==> config.mk <==
export PLATFORM = sky130hd
export DESIGN_NAME = inst_assembler
export DESIGN_NICKNAME = d
export VERILOG_FILES = /design/src/rtl/inst_assembler.sv
export SDC_FILE = /design/constraint.sdc
export NUM_CORES = 1
export LEC_CHECK = 0
export CORE_MARGIN = 4
export CORE_UTILIZATION = 36
export CTS_CLUSTER_DIAMETER = 80
export CTS_CLUSTER_SIZE = 16
export DETAILED_ROUTE_END_ITERATION = 10
export GPL_TIMING_DRIVEN = 0
export SYNTH_ARGS = -nofsm -noshare
export SYNTH_HDL_FRONTEND = slang
export SYNTH_SLANG_ARGS = --single-unit
==> constraint.sdc <==
create_clock -name clk -period 4.83 [get_ports clk]
set_input_delay 0.966 -clock clk [delete_from_list [all_inputs] [get_ports clk]]
set_output_delay 0.966 -clock clk [all_outputs]
set_load 0.005 [all_outputs]
==> src/rtl/inst_assembler.sv <==
// ---------------------------------------------------------------------------
// inst_assembler
//
// Streaming RV32I instruction encoder. Each accepted set of fields is packed
// into a 32-bit instruction word (immediate bits scattered per format) and
// presented on a single output register together with the instruction-memory
// address it should be written to. Words whose immediate is out of range or
// misaligned for the format, or whose format code is illegal, are replaced by
// a NOP (addi x0,x0,0) and flagged with out_err.
//
// Optional feature macro: OPCODE_CHECK_EN
//   When defined, the opcode must also be one that belongs to the requested
//   format, otherwise the word is flagged and replaced by a NOP.
//
// Ports:
//   clk, rst        rising-edge clock, asynchronous active-high reset
//   in_valid/ready  input handshake (in_ready = !out_valid || out_ready)
//   in_fmt          0=R 1=I 2=S 3=B 4=U 5=J, 6/7 illegal
//   in_opcode, in_rd, in_rs1, in_rs2, in_funct3, in_funct7, in_imm
//                   instruction fields; in_imm is a signed byte offset
//   addr_load/in    reload of the target address counter
//   out_valid/ready output handshake
//   out_inst        encoded instruction word
//   out_addr        target address of out_inst
//   out_err         encoding failed, out_inst is the NOP
//   err_sticky      set by any emitted error word, cleared by rst/err_clear
//   err_clear       synchronous clear of err_sticky
//   emit_count      completed output handshakes, wraps at 16 bits
// ---------------------------------------------------------------------------
module inst_assembler #(
  parameter int                ADDR_W    = 32,
  parameter logic [ADDR_W-1:0] BASE_ADDR = ADDR_W'(32'h0000_0000)
) (
  input  logic              clk,
  input  logic              rst,
  input  logic              in_valid,
  output logic              in_ready,
  input  logic [2:0]        in_fmt,
  input  logic [6:0]        in_opcode,
  input  logic [4:0]        in_rd,
  input  logic [4:0]        in_rs1,
  input  logic [4:0]        in_rs2,
  input  logic [2:0]        in_funct3,
  input  logic [6:0]        in_funct7,
  input  logic [31:0]       in_imm,
  input  logic              addr_load,
  input  logic [ADDR_W-1:0] addr_in,
  output logic              out_valid,
  input  logic              out_ready,
  output logic [31:0]       out_inst,
  output logic [ADDR_W-1:0] out_addr,
  output logic              out_err,
  output logic              err_sticky,
  input  logic              err_clear,
  output logic [15:0]       emit_count
);

  localparam logic [31:0] NOP_INST = 32'h0000_0013;

  typedef enum logic [2:0] {
    FMT_R = 3'd0,
    FMT_I = 3'd1,
    FMT_S = 3'd2,
    FMT_B = 3'd3,
    FMT_U = 3'd4,
    FMT_J = 3'd5
  } fmtT;

  logic              outValid_q, outValid_d;
  logic [31:0]       outInst_q, outInst_d;
  logic [ADDR_W-1:0] outAddr_q, outAddr_d;
  logic              outErr_q, outErr_d;
  logic              errSticky_q, errSticky_d;
  logic [15:0]       emitCount_q, emitCount_d;
  logic [ADDR_W-1:0] addrCnt_q, addrCnt_d;

  logic              accept;
  logic              handshake;
  logic [ADDR_W-1:0] wordAddr;

  logic              immFitsI;
  logic              immFitsB;
  logic              immFitsJ;
  logic [31:0]       rawInst;
  logic              fieldErr;
  logic              opcodeErr;
  logic              encErr;

  assign in_ready  = !outValid_q || out_ready;
  assign accept    = in_valid && in_ready;
  assign handshake = outValid_q && out_ready;

  // A load in the same cycle as an accept redirects that very word.
  assign wordAddr = addr_load ? addr_in : addrCnt_q;

  // Range checks expressed as sign-extension checks: the immediate fits an
  // N-bit signed field exactly when all bits above bit N-1 copy bit N-1.
  assign immFitsI = (in_imm[31:11] == {21{in_imm[11]}});
  assign immFitsB = (in_imm[31:12] == {20{in_imm[12]}}) && !in_imm[0];
  assign immFitsJ = (in_imm[31:20] == {12{in_imm[20]}}) && !in_imm[0];

  // Field packing per format, with the format-dependent immediate checks.
  always_comb begin
    rawInst  = NOP_INST;
    fieldErr = 1'b1;
    case (in_fmt)
      FMT_R: begin
        rawInst  = {in_funct7, in_rs2, in_rs1, in_funct3, in_rd, in_opcode};
        fieldErr = 1'b0;
      end
      FMT_I: begin
        rawInst  = {in_imm[11:0], in_rs1, in_funct3, in_rd, in_opcode};
        fieldErr = !immFitsI;
      end
      FMT_S: begin
        rawInst  = {in_imm[11:5], in_rs2, in_rs1, in_funct3, in_imm[4:0], in_opcode};
        fieldErr = !immFitsI;
      end
      FMT_B: begin
        rawInst  = {in_imm[12], in_imm[10:5], in_rs2, in_rs1, in_funct3,
                    in_imm[4:1], in_imm[11], in_opcode};
        fieldErr = !immFitsB;
      end
      FMT_U: begin
        rawInst  = {in_imm[31:12], in_rd, in_opcode};
        fieldErr = (in_imm[11:0] != 12'd0);
      end
      FMT_J: begin
        rawInst  = {in_imm[20], in_imm[10:1], in_imm[11], in_imm[19:12], in_rd, in_opcode};
        fieldErr = !immFitsJ;
      end
      default: begin
        rawInst  = NOP_INST;
        fieldErr = 1'b1;
      end
    endcase
  end

`ifdef OPCODE_CHECK_EN
  // Only opcodes that genuinely use the requested format are allowed.
  always_comb begin
    opcodeErr = 1'b1;
    case (in_fmt)
      FMT_R:   opcodeErr = (in_opcode != 7'b0110011);
      FMT_I:   opcodeErr = !((in_opcode == 7'b0010011) || (in_opcode == 7'b0000011) ||
                             (in_opcode == 7'b1100111));
      FMT_S:   opcodeErr = (in_opcode != 7'b0100011);
      FMT_B:   opcodeErr = (in_opcode != 7'b1100011);
      FMT_U:   opcodeErr = !((in_opcode == 7'b0110111) || (in_opcode == 7'b0010111));
      FMT_J:   opcodeErr = (in_opcode != 7'b1101111);
      default: opcodeErr = 1'b1;
    endcase
  end
`else
  assign opcodeErr = 1'b0;
`endif

  assign encErr = fieldErr || opcodeErr;

  // Next-state for the output register, address counter and status.
  // The output register only changes on accept, which keeps out_* stable
  // while the downstream is stalling.
  always_comb begin
    outValid_d  = outValid_q;
    outInst_d   = outInst_q;
    outAddr_d   = outAddr_q;
    outErr_d    = outErr_q;
    errSticky_d = errSticky_q;
    emitCount_d = emitCount_q;
    addrCnt_d   = addrCnt_q;

    if (accept) begin
      outValid_d = 1'b1;
      outInst_d  = encErr ? NOP_INST : rawInst;
      outErr_d   = encErr;
      outAddr_d  = wordAddr;
      addrCnt_d  = wordAddr + ADDR_W'(4);
    end else begin
      if (handshake) begin
        outValid_d = 1'b0;
      end
      if (addr_load) begin
        addrCnt_d = addr_in;
      end
    end

    if (handshake) begin
      emitCount_d = emitCount_q + 16'd1;
    end

    // Setting by an erroring handshake takes priority over err_clear.
    if (handshake && outErr_q) begin
      errSticky_d = 1'b1;
    end else if (err_clear) begin
      errSticky_d = 1'b0;
    end
  end

  always_ff @(posedge clk or posedge rst) begin
    if (rst) begin
      outValid_q  <= 1'b0;
      outInst_q   <= 32'd0;
      outAddr_q   <= BASE_ADDR;
      outErr_q    <= 1'b0;
      errSticky_q <= 1'b0;
      emitCount_q <= 16'd0;
      addrCnt_q   <= BASE_ADDR;
    end else begin
      outValid_q  <= outValid_d;
      outInst_q   <= outInst_d;
      outAddr_q   <= outAddr_d;
      outErr_q    <= outErr_d;
      errSticky_q <= errSticky_d;
      emitCount_q <= emitCount_d;
      addrCnt_q   <= addrCnt_d;
    end
  end

  assign out_valid  = outValid_q;
  assign out_inst   = outInst_q;
  assign out_addr   = outAddr_q;
  assign out_err    = outErr_q;
  assign err_sticky = errSticky_q;
  assign emit_count = emitCount_q;

endmodule

==> out/qor.tcl, run 1 <==
set qor(status) {complete, no violations}
set qor(tritoncts_clock_tree) {yes}
set qor(placed_area_mm2) 0.00813
set qor(rsz0062_at_grt) {no}
set qor(final_hold_viol_count) 0
set qor(ys_ff_latch) 115
set qor(timing_max_transition_violations_final) 0
set qor(postSynthCellCount) 611
set qor(rows) 46
set qor(vias_per_cell) 5.12
set qor(globalRouteTotalUtil) 0.199
set qor(grt_pass1_vias) 5581
set qor(clock_buffer_count_from_cts) 17
set qor(drt_first_iter_violations) 274
set qor(cp_data_arrival_time_ns) 4.57
set qor(synth_warnings) 0
set qor(numPortBuffers) 187
set qor(place.gp.congestion) 0.873
set qor(synthesis.area_per_instance_um2) 9.75
set qor(worst_slew_margin_rel) 0.370
set qor(endpoint_kind) {flip-flop}
set qor(post_cts.resized_instances) 0
set qor(worstSkewPairLatency_ns) 0.40
set qor(timing.hold.ws_ns) 0.470
set qor(cell_type_contributing_the_most_total_cell_area_after_synthesis) {dfrtp_1}
set qor(cts-hold-fix-buffers) 0
set qor(worst_setup_path_start_kind) {primary input}
set qor(critical_path_buf_inv_count) 8
set qor(stdcell_area_mm2) 0.00870
set qor(crit_path_max_incr_delay_ns) 0.62
set qor(synth-seq-area-share) 0.483
set qor(min_period_ns) 4.29
set qor(finalSetupViolCount) 0
set qor(top_cell_type_s_share_of_synthesized_area) 0.483
set qor(ys_dominant_reg_cell) {dfrtp_1}
set qor(drc_errors) 0
set qor(grt_pass1_wl_mm) 28.9
set qor(i_o_pins) 189
set qor(grt.overflow.total) 0
set qor(postSynth.asyncResetShare) 1.00
set qor(die_height_um) 137
set qor(syn_to_final_growth_pct) 46.1
set qor(cellLeakagePower_nw) 3.50
set qor(crit_path_cell_trace) {clkdlybuf4s50_1, buf_6, buf_8, buf_4, clkbuf_1, buf_2, mux2i_1, inv_1, ha_1, nand3_1, and4b_1, buf_2, nand3_1, xor2_1, mux2i_1}
set qor(diodes) 0
set qor(cts_max_level) 4
set qor(route.final.wire_length_mm) 18.3
set qor(crit_required_ns) 5.11
set qor(num_vias) 5355
set qor(layout.cells.non_filler) 1046
set qor(post_route_cells_drive_above_1_share) 0.0723
set qor(core_area_mm2) 0.0161
set qor(post-cts-setup-buffers) 0
set qor(synth_enable_flop_cells) 0
set qor(synth_cell_type_count) 52
set qor(post_syn_nets) 718
set qor(worst_slew_pin_slew_ns) 0.945
set qor(synth.cell_area_mm2) 0.00596
set qor(floorplan.initialDensity) 0.371
set qor(dpl.hpwl_mm) 14.1
set qor(antenna_found_initial) 0
set qor(min_path_type) {flip-flop to flip-flop}
set qor(max_buffers_root_to_sink) 2
set qor(slowest_stage) {clkdlybuf4s50_1}
set qor(cts.reportedPaths.clkPinSlew_ns) 0.06
set qor(vdd_ir_drop_max_mv) 0.295
set qor(nNetsFinal) 925
set qor(crit_path_max_fanout) 10
set qor(grt_start_max_net_pins) 69
set qor(fin_worst_skew_ns) 0.00796
set qor(post_drt_wl_per_cell_um) 17.5
set qor(power-per-cell-area_mw_per_mm2) 351
set qor(clkSinkCount) 115
set qor(detail-route-antenna-nets) 0
set qor(most-common-layout-cells) {187 x clkdlybuf4s50_1, 115 x dfrtp_1, 110 x nand2_1}
set qor(largest_delay_contributor_family_on_the_critical_path) {buffers and inverters}
set qor(maxClockFrequency_mhz) 233
set qor(die_area_mm2) 0.0187
set qor(fp.dieW_um) 137
set qor(placed_cells_incl_taps) 1015
set qor(path_class) {primary input to flip-flop}
set qor(fin_crit_sh) 0.889
set qor(yosys-top-cells-area) {dfrtp_1 48%, nand2_1 6.9%, mux2i_1 4.5%}
set qor(1st_pass_router_iterations) 4
set qor(drv.max_cap_violation_count) 0
set qor(final_common_cell) {clkdlybuf4s50_1}
set qor(clk_root_buffer_cell) {clkbuf_16}
[area by class of cell]
class / count / area [um2]
Sequential cell: 115 / 2880
Tap cell: 216 / 270
Fill cell: 1423 / 7360
Inverter: 8 / 35.0
Multi-Input combinational cell: 454 / 2890
Clock inverter: 10 / 109
Timing Repair Buffer: 188 / 1900
Buffer: 34 / 158
Clock buffer: 21 / 460
[per-stage QoR]
stage | setup TNS, ns | utilization | power [mW] | worst slack (ns)
after floorplan | 0 | - | 1.46 | 0.820
after global placement | -100.93 | 0.504 | 1.85 | -0.887
after detailed placement | 0 | 0.506 | 1.87 | 0.0561
after CTS | 0 | 0.542 | 3.09 | 0.494
after global routing | 0 | 0.542 | 3.20 | 0.243
final | 0 | 0.542 | 3.05 | 0.536
[synthesized netlist by cell type (3+ instances only)]
library cell	number
nand3_1	18
o22ai_1	7
nand2b_1	5
a22oi_1	17
nor4_1	6
xor2_1	24
clkbuf_1	21
nor3_1	6
o21ai_1	11
o31ai_1	19
nand3b_1	8
a32oi_1	4
a31oi_1	5
mux2_2	13
buf_2	6
nand2_1	110
a21oi_1	30
or4_1	3
inv_1	8
buf_1	4
xnor2_1	23
nor2b_1	27
o21ai_0	26
nor2_1	20
dfrtp_1	115
and2_1	3
o31a_1	3
nand4_1	14
mux2i_1	27
[power breakdown]
group          leakage, nW  internal [mW]  switching, mW
Clock                0.278          0.779          0.430
Combinational         1.78          0.370          0.288
Sequential            1.44           1.09         0.0942
Total                 3.50           2.24          0.812
[registers in the layout, summed over array words and instances, names as in the netlist]
| register | count |
|---|---|
| addrCnt_q | 32 |
| out_addr | 32 |
| out_inst | 32 |
| emit_count | 16 |
| err_sticky | 1 |
| out_err | 1 |
| out_valid | 1 |
[worst reg2reg max path, cell delays in order, from the launching register on]
cell	delay [ns]
dfrtp_1	0.48
nand2b_1	0.20
nand2_1	0.15
clkbuf_1	0.41
clkbuf_1	0.40
buf_1	0.52
nand2_1	0.11
o31ai_1	0.09
[per-layer routing]
| metal | global-route usage | part of all wire | vias to the layer above |
|---|---|---|---|
| li1 | - | - | 2581 |
| met1 | 0.257 | 0.43 | 2571 |
| met2 | 0.309 | 0.47 | 180 |
| met3 | 0.0699 | 0.083 | 23 |
| met4 | 0.0689 | 0.016 | 0 |
| met5 | 0 | 0 | - |
[path summary, 6_finish.rpt]
path	start	endpoint	slack [ns]	cells past startpoint
min in group asynchronous	rst	err_sticky	0.97	2
hold reg to reg	emit_count[15]	emit_count[15]	0.47	1
max in group asynchronous	rst	out_inst[0]	3.17	3
setup / recovery	addr_load	addrCnt_q[22]	0.54	15
setup reg to reg	out_valid	out_inst[7]	2.37	7
hold / removal	emit_count[15]	emit_count[15]	0.47	1
[cell families after synthesis]
group | share of synthesized area
AOI/OAI and AO/OA | 0.147
xor gates and xnor gates | 0.0691
adders and majority gates | 0.00420
buffers and inverters | 0.0315
DFF | 0.483
muxes | 0.0700
and+or+nand+nor | 0.195
(Power assumes the default switching activity.)
==> inputs of run 2 (changes only) <==
--- a/config.mk
+++ b/config.mk
@@ -6,11 +6,12 @@
 export NUM_CORES = 1
 export LEC_CHECK = 0
 export CORE_MARGIN = 4
-export CORE_UTILIZATION = 36
+export CORE_UTILIZATION = 47
 export CTS_CLUSTER_DIAMETER = 80
 export CTS_CLUSTER_SIZE = 16
 export DETAILED_ROUTE_END_ITERATION = 10
 export GPL_TIMING_DRIVEN = 0
+export PLACE_DENSITY = 0.81
 export SYNTH_ARGS = -nofsm -noshare
 export SYNTH_HDL_FRONTEND = slang
 export SYNTH_SLANG_ARGS = --single-unit
==> run 2 against run 1 <==
Via count increased by 4.8%. Routed wire length increased by 3.1%. Largest cell class unchanged. Worst hold slack improved by 0.0018 ns.
==> out/qor.tcl, run 2 (synthesized netlist as in run 1, its figures left out) <==
set qor(i_o_pins) 189
set qor(path_class) {primary input to flip-flop}
set qor(place.gp.congestion) 0.877
set qor(final_common_cell) {clkdlybuf4s50_1}
set qor(antenna_found_initial) 0
set qor(most-common-layout-cells) {187 x clkdlybuf4s50_1, 115 x dfrtp_1, 110 x nand2_1}
set qor(globalRouteTotalUtil) 0.263
set qor(worst_setup_path_start_kind) {primary input}
set qor(power-per-cell-area_mw_per_mm2) 370
set qor(cts-hold-fix-buffers) 0
set qor(min_path_type) {flip-flop to flip-flop}
set qor(clock_buffer_count_from_cts) 17
set qor(stdcell_area_mm2) 0.00870
set qor(dpl.hpwl_mm) 14.1
set qor(route.final.wire_length_mm) 18.8
set qor(clkPwrFrac) 0.421
set qor(final_hold_viol_count) 0
set qor(numPortBuffers) 187
set qor(cellLeakagePower_nw) 3.53
set qor(post-cts-setup-buffers) 0
set qor(grt_start_max_net_pins) 65
set qor(setup_tns_ns) 0
set qor(vdd_ir_drop_max_mv) 0.183
set qor(worst_slew_margin_rel) 0.449
set qor(grt.overflow.total) 0
set qor(maxClockFrequency_mhz) 227
set qor(rsz0062_at_grt) {no}
set qor(min_period_ns) 4.40
set qor(die_area_mm2) 0.0145
set qor(clkSinkCount) 115
set qor(fin_crit_sh) 0.910
set qor(syn_to_final_growth_pct) 46.1
set qor(cts.reportedPaths.clkPinSlew_ns) 0.05
set qor(grt_pass1_wl_mm) 30.1
set qor(rows) 40
set qor(crit_path_max_fanout) 10
set qor(worstSkewPairLatency_ns) 0.42
set qor(die_height_um) 121
set qor(grt_pass1_vias) 5951
set qor(num_vias) 5613
set qor(diodes) 0
set qor(worst_slew_pin_slew_ns) 0.826
set qor(post_route_cells_drive_above_1_share) 0.0722
set qor(drc_errors) 0
set qor(internal_power_mw) 2.39
set qor(clk_root_buffer_cell) {clkbuf_16}
set qor(max_buffers_root_to_sink) 2
set qor(crit_required_ns) 5.12
set qor(fp.dieW_um) 121
set qor(post_cts.resized_instances) 0
set qor(post_drt_wl_per_cell_um) 18.8
set qor(finalSetupViolCount) 0
set qor(floorplan.initialDensity) 0.488
set qor(seqPwrFrac) 0.371
set qor(vias_per_cell) 5.62
set qor(switchingPower_uw) 830
set qor(fin_worst_skew_ns) 0.0127
set qor(cts_max_level) 4
set qor(drv.max_cap_violation_count) 0
set qor(tritoncts_clock_tree) {yes}
set qor(endpoint_kind) {flip-flop}
set qor(status) {complete, no violations}
set qor(timing.hold.ws_ns) 0.472
set qor(detail-route-antenna-nets) 0
set qor(cp_data_arrival_time_ns) 4.69
set qor(nNetsFinal) 925
set qor(placed_area_mm2) 0.00807
set qor(power.combinational.fraction) 0.208
set qor(1st_pass_router_iterations) 5
set qor(netSwitchingFraction) 0.258
set qor(timing_max_transition_violations_final) 0
set qor(design_power_total_mw) 3.22
set qor(core_area_mm2) 0.0122
set qor(drt_first_iter_violations) 457
## run 2: cell types whose count changed in the layout (fill, tap and decap cells not counted)
| cell | before | now |
|---|---|---|
| clkbuf_8 | 2 | 1 |
| clkbuf_1 | 23 | 24 |
| clkinv_4 | 1 | 0 |
| clkinvlp_4 | 2 | 1 |
| inv_6 | 1 | 0 |
| inv_4 | 0 | 1 |
| bufinv_16 | 2 | 5 |
## run 2: worst paths after layout
kind / startpoint / to / slack, ns / cells after the start
min reg2reg: emit_count[15] / emit_count[15] / 0.47 / 1
min in group asynchronous: rst / out_addr[29] / 1.01 / 2
max: addr_load / addrCnt_q[22] / 0.43 / 15
min: emit_count[15] / emit_count[15] / 0.47 / 1
max reg2reg: out_valid / out_addr[17] / 2.35 / 7
max in group asynchronous: rst / addrCnt_q[17] / 3.07 / 3
## run 2: power by group through the flow
stage	clock network [mW]	registers (mW)	logic [mW]
after floorplan	0	1.19	0.270
after global placement	0	1.20	0.645
after detailed placement	0	1.20	0.666
after CTS	1.36	1.19	0.674
after global routing	1.41	1.21	0.731
final	1.36	1.19	0.668
## run 2: metal layers
metal  global-route usage  wire (um)  vias up  share of wire
met5                    0          0        -              0
met4               0.0928        419        0          0.022
met3               0.0879       1680       38          0.089
met2                0.444       9310      266           0.49
met1                0.313       7410     2728           0.39
li1                     -          -     2581              -
## run 2: critical path, stage by stage
cell and delay, ns:
clkdlybuf4s50_1 0.62, buf_6 0.20, buf_8 0.16, buf_4 0.19, clkbuf_1 0.51, buf_2 0.46, mux2i_1 0.33, inv_1 0.07
ha_1 0.18, nand3_1 0.21, and4b_1 0.23, buf_2 0.17, nand3_1 0.13, xor2_1 0.16, mux2i_1 0.09
## run 2: area by class of cell
cell class | instances | area, um2
Multi-Input combinational cell | 454 | 2890
Buffer | 34 | 158
Tap cell | 168 | 210
Fill cell | 966 | 3510
Inverter | 8 | 32.5
Clock buffer | 21 | 450
Sequential cell | 115 | 2880
Timing Repair Buffer | 188 | 1900
Clock inverter | 11 | 183
## run 2: metrics by stage
step / setup slack (ns) / cells / util
after global routing: 0.236 / 999 / 0.713
after floorplan: 0.820 / 611 / -
final: 0.432 / 999 / 0.713
after global placement: -0.758 / 966 / 0.658
after CTS: 0.448 / 999 / 0.713
after detailed placement: 0.108 / 967 / 0.661
